File: src/rtl/frame_bank_if.sv
// Handshake and address bus between the bank scheduler, the frame writer and the vector display.
// master = scheduler side, slave = writer/display side.
interface frame_bank_if #(
   parameter int ADDRESSWIDTH = 16,
   parameter int CNT_WIDTH    = 16
);
   logic                    build_start;
   logic                    build_done;
   logic [ADDRESSWIDTH-1:0] wr_adr_local;
   logic                    wr_en_local;
   logic [ADDRESSWIDTH-1:0] wr_adr;
   logic                    wr_en;
   logic [ADDRESSWIDTH-1:0] rd_adr_local;
   logic [ADDRESSWIDTH-1:0] rd_adr;
   logic                    go;
   logic                    halt;
   logic                    front_bank;
   logic [CNT_WIDTH-1:0]    frame_cnt;
   logic [CNT_WIDTH-1:0]    replay_cnt;
   logic                    ovf_err;
   logic                    wd_err;

   modport master (
      input  build_done, wr_adr_local, wr_en_local, rd_adr_local, halt,
      output build_start, wr_adr, wr_en, rd_adr, go, front_bank,
             frame_cnt, replay_cnt, ovf_err, wd_err
   );

   modport slave (
      output build_done, wr_adr_local, wr_en_local, rd_adr_local, halt,
      input  build_start, wr_adr, wr_en, rd_adr, go, front_bank,
             frame_cnt, replay_cnt, ovf_err, wd_err
   );
endinterface

File: src/rtl/frame_bank_scheduler.sv
// Ping-pong front/back bank scheduler: builds into the back bank, swaps on completion, replays stale frames.
// Latency: build_done -> bank swap +1 cycle -> go +2 cycles; display backpressure holds a finished build in S_READY.
module frame_bank_scheduler #(
   parameter int ADDRESSWIDTH = 16,
   parameter int BANK_DEPTH   = 500,
   parameter int WD_CYCLES    = 400000,
   parameter int CNT_WIDTH    = 16
) (
   input logic          clk,
   input logic          rst,
   frame_bank_if.master bus
);
   localparam int WD_W = (WD_CYCLES > 2) ? $clog2(WD_CYCLES) : 1;
   localparam logic [WD_W-1:0]         WD_LAST  = WD_W'(WD_CYCLES - 1);
   localparam logic [ADDRESSWIDTH-1:0] BANK_OFS = ADDRESSWIDTH'(BANK_DEPTH);

   typedef enum logic [1:0] {S_KICK, S_BUILD, S_READY} state_t;

   state_t               state;
   logic                 front_bank;
   logic                 go;
   logic                 go_pend;
   logic                 build_start;
   logic                 disp_busy;
   logic                 halt_pend;
   logic                 ovf_err;
   logic                 wd_err;
   logic [CNT_WIDTH-1:0] frame_cnt;
   logic [CNT_WIDTH-1:0] replay_cnt;
   logic [WD_W-1:0]      wd_cnt;

   logic wd_fire;
   logic eff_halt;
   logic in_range;
   logic replay;
   logic swap;

   // A watchdog expiry stands in for a halt; halts while the display is idle are meaningless.
   always_comb begin
      wd_fire  = disp_busy && (wd_cnt == WD_LAST);
      eff_halt = disp_busy && (bus.halt || wd_fire);
      in_range = bus.wr_adr_local < BANK_OFS;
      replay   = (state == S_BUILD) && !bus.build_done && eff_halt;
      swap     = (state == S_READY) && (!disp_busy || eff_halt || halt_pend);
   end

   assign bus.wr_adr      = (front_bank ? '0 : BANK_OFS) + bus.wr_adr_local;
   assign bus.rd_adr      = (front_bank ? BANK_OFS : '0) + bus.rd_adr_local;
   assign bus.wr_en       = bus.wr_en_local && (state == S_BUILD) && in_range;
   assign bus.build_start = build_start;
   assign bus.go          = go;
   assign bus.front_bank  = front_bank;
   assign bus.frame_cnt   = frame_cnt;
   assign bus.replay_cnt  = replay_cnt;
   assign bus.ovf_err     = ovf_err;
   assign bus.wd_err      = wd_err;

   always_ff @(posedge clk) begin
      if (rst) begin
         state       <= S_KICK;
         front_bank  <= 1'b0;
         go          <= 1'b0;
         go_pend     <= 1'b0;
         build_start <= 1'b0;
         disp_busy   <= 1'b0;
         halt_pend   <= 1'b0;
         ovf_err     <= 1'b0;
         wd_err      <= 1'b0;
         frame_cnt   <= '0;
         replay_cnt  <= '0;
         wd_cnt      <= '0;
      end else begin
         build_start <= 1'b0;
         go          <= go_pend;
         go_pend     <= 1'b0;

         case (state)
            S_KICK: begin
               build_start <= 1'b1;
               state       <= S_BUILD;
            end
            S_BUILD: begin
               if (bus.build_done) begin
                  state <= S_READY;
                  // Halt coinciding with completion: swap instead of replaying the old frame.
                  if (eff_halt) halt_pend <= 1'b1;
               end else if (eff_halt) begin
                  replay_cnt <= replay_cnt + 1'b1;
                  go_pend    <= 1'b1;
               end
            end
            S_READY: begin
               if (swap) begin
                  front_bank <= ~front_bank;
                  frame_cnt  <= frame_cnt + 1'b1;
                  go_pend    <= 1'b1;
                  halt_pend  <= 1'b0;
                  state      <= S_KICK;
               end
            end
            default: state <= S_KICK;
         endcase

         if (replay || swap)   disp_busy <= 1'b1;
         else if (eff_halt)    disp_busy <= 1'b0;

         if (replay || swap || !disp_busy || wd_fire) wd_cnt <= '0;
         else                                         wd_cnt <= wd_cnt + 1'b1;

         if (wd_fire)                          wd_err  <= 1'b1;
         if (bus.wr_en_local && !in_range)     ovf_err <= 1'b1;
      end
   end
endmodule
File: src/flat_wrapper.sv
// flat-port wrapper written by rule: the top's interface ports become plain ports
module frame_bank_scheduler_flat 
#(
   parameter int ADDRESSWIDTH = 16,
   parameter int BANK_DEPTH   = 500,
   parameter int WD_CYCLES    = 400000,
   parameter int CNT_WIDTH    = 16
)
  (clk, rst, bus_build_done, bus_wr_adr_local, bus_wr_en_local, bus_rd_adr_local, bus_halt, bus_build_start, bus_wr_adr, bus_wr_en, bus_rd_adr, bus_go, bus_front_bank, bus_frame_cnt, bus_replay_cnt, bus_ovf_err, bus_wd_err);
  frame_bank_if #(.ADDRESSWIDTH(ADDRESSWIDTH), .CNT_WIDTH(CNT_WIDTH)) bus_i ();
  input logic clk;
  input logic rst;
  input wire logic [$bits(bus_i.build_done)-1:0] bus_build_done;
  input wire logic [$bits(bus_i.wr_adr_local)-1:0] bus_wr_adr_local;
  input wire logic [$bits(bus_i.wr_en_local)-1:0] bus_wr_en_local;
  input wire logic [$bits(bus_i.rd_adr_local)-1:0] bus_rd_adr_local;
  input wire logic [$bits(bus_i.halt)-1:0] bus_halt;
  output wire logic [$bits(bus_i.build_start)-1:0] bus_build_start;
  output wire logic [$bits(bus_i.wr_adr)-1:0] bus_wr_adr;
  output wire logic [$bits(bus_i.wr_en)-1:0] bus_wr_en;
  output wire logic [$bits(bus_i.rd_adr)-1:0] bus_rd_adr;
  output wire logic [$bits(bus_i.go)-1:0] bus_go;
  output wire logic [$bits(bus_i.front_bank)-1:0] bus_front_bank;
  output wire logic [$bits(bus_i.frame_cnt)-1:0] bus_frame_cnt;
  output wire logic [$bits(bus_i.replay_cnt)-1:0] bus_replay_cnt;
  output wire logic [$bits(bus_i.ovf_err)-1:0] bus_ovf_err;
  output wire logic [$bits(bus_i.wd_err)-1:0] bus_wd_err;
  assign bus_i.build_done = bus_build_done;
  assign bus_i.wr_adr_local = bus_wr_adr_local;
  assign bus_i.wr_en_local = bus_wr_en_local;
  assign bus_i.rd_adr_local = bus_rd_adr_local;
  assign bus_i.halt = bus_halt;
  assign bus_build_start = bus_i.build_start;
  assign bus_wr_adr = bus_i.wr_adr;
  assign bus_wr_en = bus_i.wr_en;
  assign bus_rd_adr = bus_i.rd_adr;
  assign bus_go = bus_i.go;
  assign bus_front_bank = bus_i.front_bank;
  assign bus_frame_cnt = bus_i.frame_cnt;
  assign bus_replay_cnt = bus_i.replay_cnt;
  assign bus_ovf_err = bus_i.ovf_err;
  assign bus_wd_err = bus_i.wd_err;
  frame_bank_scheduler #(.ADDRESSWIDTH(ADDRESSWIDTH), .BANK_DEPTH(BANK_DEPTH), .WD_CYCLES(WD_CYCLES), .CNT_WIDTH(CNT_WIDTH)) u_core (.clk(clk), .rst(rst), .bus(bus_i));
endmodule
File: config.mk
export PLATFORM = sky130hd
export DESIGN_NAME = frame_bank_scheduler_flat
export DESIGN_NICKNAME = d
export VERILOG_FILES = /design/src/rtl/frame_bank_if.sv /design/src/rtl/frame_bank_scheduler.sv /design/src/flat_wrapper.sv
export SDC_FILE = /design/constraint.sdc
export NUM_CORES = 1
export LEC_CHECK = 0
export CAP_MARGIN = 10
export CORE_MARGIN = 2
export CORE_UTILIZATION = 48
export CTS_CLUSTER_DIAMETER = 60
export DETAILED_ROUTE_END_ITERATION = 12
export GPL_TIMING_DRIVEN = 0
export PLACE_DENSITY = 0.78
export SLEW_MARGIN = 20
export SYNTH_ARGS = -nofsm -noshare
export SYNTH_HDL_FRONTEND = slang
export SYNTH_SLANG_ARGS = --single-unit
File: constraint.sdc
create_clock -name clk -period 2.9 [get_ports clk]
set_input_delay 0.435 -clock clk [delete_from_list [all_inputs] [get_ports clk]]
set_output_delay 0.435 -clock clk [all_outputs]
set_load 0.03 [all_outputs]
==> impl_metrics.tcl <==
set metrics [dict create \
    path_clk_slew_ns 0.06 \
    setup_viol 1 \
    synth_nets 511 \
    synthFlopType "dfxtp_1" \
    num_vias 3746 \
    ys_ff_latch 61 \
    synth_enable_flop_cells 0 \
    cts_made_buffers 9 \
    num_rows 31 \
    synthToLayoutAreaGrowth_pct 40.33 \
    critPathMaxFanout 6 \
    dpl.hpwl_um 6714 \
    vias_per_cell 5.525 \
    die_x_um 91.41 \
    p_per_area_mw_per_mm2 436.4 \
    antenna_found_initial 0 \
    die_y_um 91.41 \
    drive_gt1_share_pct 14.16 \
    seq_area_frac_synth_pct 33.30 \
    gp_congestion 0.8227 \
    worstPathRequired_ns 2.47 \
    grt_pass1_wl_um 15120 \
    crit_buf_inv 2 \
    cts-root-buf "clkbuf_8" \
    hold_path.class "reg2reg" \
    cpPeakStageDelay_ns 0.45 \
    yosysTopAreaCellShare_pct 33.30 \
    clkLatencyLatePin_ns 0.33 \
    max-slew-margin-rel_pct 48.66 \
    path_cells "clkinvlp_4 > ha_1 > nor3_2 > a211oi_4 > a41oi_2 > nor4_2 > xor2_1 > buf_4" \
    drt-initial-drc-count 133 \
    slowest_stage "ha_1" \
    crit_family "adder cells" \
    worst_pin_slew_ns 0.7631 \
    cap_violations 0 \
    synth.avg_cell_area_um2 8.096 \
    grt_start_max_net_pins 11 \
    diodes 0 \
    hold_violations 0 \
    wl_per_cell_um 13.94 \
    ir_drop_mv 0.2780 \
    fin_nets 634 \
    setup_ws_ns -0.05239 \
    fin_skew_ns 0.007710 \
    track_usage_pct 21.63 \
    n_fill_cell 574 \
    grt_overflow_total 0 \
    cts_sinks 61 \
    violations "setup timing" \
    htreeDepth 3 \
    async_flop_share_pct 0 \
    postRouteWirelength_um 9452 \
    period_needed_ns 2.952 \
    dpl.cell_count 654 \
    synth_top_area_cell "dfxtp_1" \
    worstSetupEndpointType "output port" \
    dieArea_mm2 0.008355 \
    core-area_mm2 0.007331 \
    synth.area.top_cells "dfxtp_1 33%, ha_1 7.2%, nor2_1 5.8%" \
    syn_inst 453 \
    syn_area_mm2 0.003667 \
    grt_pass1_vias 3349 \
    tritoncts "done" \
    ctsLongestPathBuffers 2 \
    io_buffers 102 \
    status "complete, but fails checks" \
    final_cells 678 \
    drtPass1Iterations 4 \
    cp-start-kind "flop" \
    ys_types 46 \
    yosysWarnings 0 \
    arrival_ns 2.52 \
    num_io_pins 107 \
    drc 0 \
    slew_viol_final 0 \
    fmax_mhz 338.7 \
    critical_path_class "reg2out" \
    timing.final.crit_share_pct 101.8 \
    rsz0062_at_grt "true" \
    ant_nets 0 \
    dp_slack_ns -0.6861 \
    start_util_pct 50.03 \
    leakage_nw 1.818 \
]
[cell usage after synthesis, types with 2 or more instances]
library cell,number
dfxtp_1,61
nor2_1,57
a21oi_1,36
nand2_1,31
nand3_1,23
xor2_1,22
ha_1,21
xnor2_1,21
inv_1,18
o21ai_0,17
or3_1,15
nor3_1,13
or4_1,12
clkbuf_1,11
o31ai_1,11
nand4_1,10
nor2b_1,9
nor4_1,8
and3_1,7
buf_4,4
mux2_2,4
mux2i_1,4
nand2b_1,4
a41oi_1,3
o211ai_1,3
a211oi_1,2
a21o_1,2
a31oi_1,2
buf_6,2
nor4bb_1,2
o21a_1,2
or4b_2,2
[metal layers]
metal  track usage, %  vias up  share of wire (%)
met2            37.19      118                 49
met1            26.75     1753                 43
met5                0        -                  0
met4            6.187        0                1.7
met3            5.228       15                5.9
li1                 -     1860                  -
[final timing paths]
| kind | start | to | slack [ns] | depth (start not counted) |
|---|---|---|---|---|
| max | u_core.bus.front_bank$_SDFFE_PP0P_ | bus_wr_adr[15] | -0.05 | 8 |
| min | u_core.go_pend$_SDFF_PP0_ | u_core.bus.go$_SDFF_PP0_ | 0.45 | 1 |
| max reg2reg | u_core.state[1]$_SDFFE_PP0P_ | u_core.wd_cnt[16]$_SDFF_PP0_ | 0.32 | 9 |
| min reg2reg | u_core.go_pend$_SDFF_PP0_ | u_core.bus.go$_SDFF_PP0_ | 0.45 | 1 |
[cells in the final DEF (no fill, tap or decap), types with 4 or more instances in the layout]
| cell type | n |
|---|---|
| ha_2 | 4 |
| inv_1 | 17 |
| nor3_1 | 10 |
| o31ai_1 | 11 |
| o21ai_0 | 15 |
| or4_1 | 12 |
| nor2_1 | 56 |
| or3_1 | 15 |
| nor2b_1 | 9 |
| xor2_1 | 22 |
| nor4_1 | 7 |
| nand2_1 | 31 |
| nand2b_1 | 4 |
| mux2i_1 | 4 |
| ha_4 | 4 |
| clkbuf_8 | 11 |
| and3_1 | 7 |
| a21oi_1 | 34 |
| buf_2 | 7 |
| clkbuf_1 | 12 |
| clkdlybuf4s50_1 | 80 |
| buf_4 | 20 |
| ha_1 | 13 |
| nand4_1 | 10 |
| dfxtp_1 | 60 |
| xnor2_1 | 21 |
| nand3_1 | 22 |
| mux2_2 | 4 |
[flip-flops by register name (all words and copies together), names as in the netlist]
name / cells
u_core.bus.frame_cnt: 16
u_core.disp_busy: 1
u_core.bus.ovf_err: 1
u_core.go_pend: 1
u_core.bus.go: 1
u_core.wd_cnt: 19
u_core.bus.replay_cnt: 16
u_core.halt_pend: 1
u_core.bus.build_start: 1
u_core.bus.wd_err: 1
u_core.bus.front_bank: 1
u_core.state: 2
[power by group]
part           switching [mW]  internal (mW)  total, mW
Sequential             0.0135          0.853      0.867
Clock                   0.301          0.344      0.645
Combinational           0.426          0.308      0.734
Total                   0.741           1.51       2.25
[cells by family (layout without fill, tap and decap cells)]
kind of cell	after synthesis	count (layout)	synth area share, %
adder cells (fa/ha/maj)	21	21	7.165
multiplexers	8	8	2.320
XOR/XNOR	43	43	10.27
AND/OR/NAND/NOR	201	201	28.32
buffers and inverters	37	163	4.640
flip-flops	61	61	33.30
AO/OA/AOI/OAI	82	82	13.99
[final cells by class]
cell class	count	area (um^2)	area share, %
Multi-Input combinational cell	355	2420	47.02
Sequential cell	61	1225	23.80
Timing Repair Buffer	112	1039	20.18
Clock buffer	12	155.1	3.015
Tap cell	99	123.9	2.407
Buffer	19	102.6	1.994
Inverter	18	71.32	1.386
Clock inverter	2	10.01	0.1945
[per-stage QoR]
| step | hold slack [ns] | total power [mW] | util [%] | area (um^2) | setup TNS [ns] |
|---|---|---|---|---|---|
| 2_1_floorplan | 0.4138 | 1.303 | - | 3669 | 0 |
| 3_3_place_gp | 0.4278 | 1.549 | 65.66 | 4813 | -7.317 |
| 6_report | 0.4462 | 2.246 | 70.20 | 5146 | -0.05239 |
| 3_5_place_dp | 0.4325 | 1.564 | 65.66 | 4813 | -8.224 |
| 5_1_grt | 0.4573 | 2.357 | 70.20 | 5146 | -0.4168 |
| 4_1_cts | 0.4548 | 2.204 | 68.54 | 5025 | -0.2401 |
[timing repair]
| action | 4_1_cts | 5_1_grt |
|---|---|---|
| resized for setup | 85 | 44 |
| hold buffers | 0 | 0 |
| setup buffers | 4 | 6 |
| setup endpoints to repair | 21 | 20 |
| pin swaps | 4 | 12 |
(Power assumes the default switching activity.)
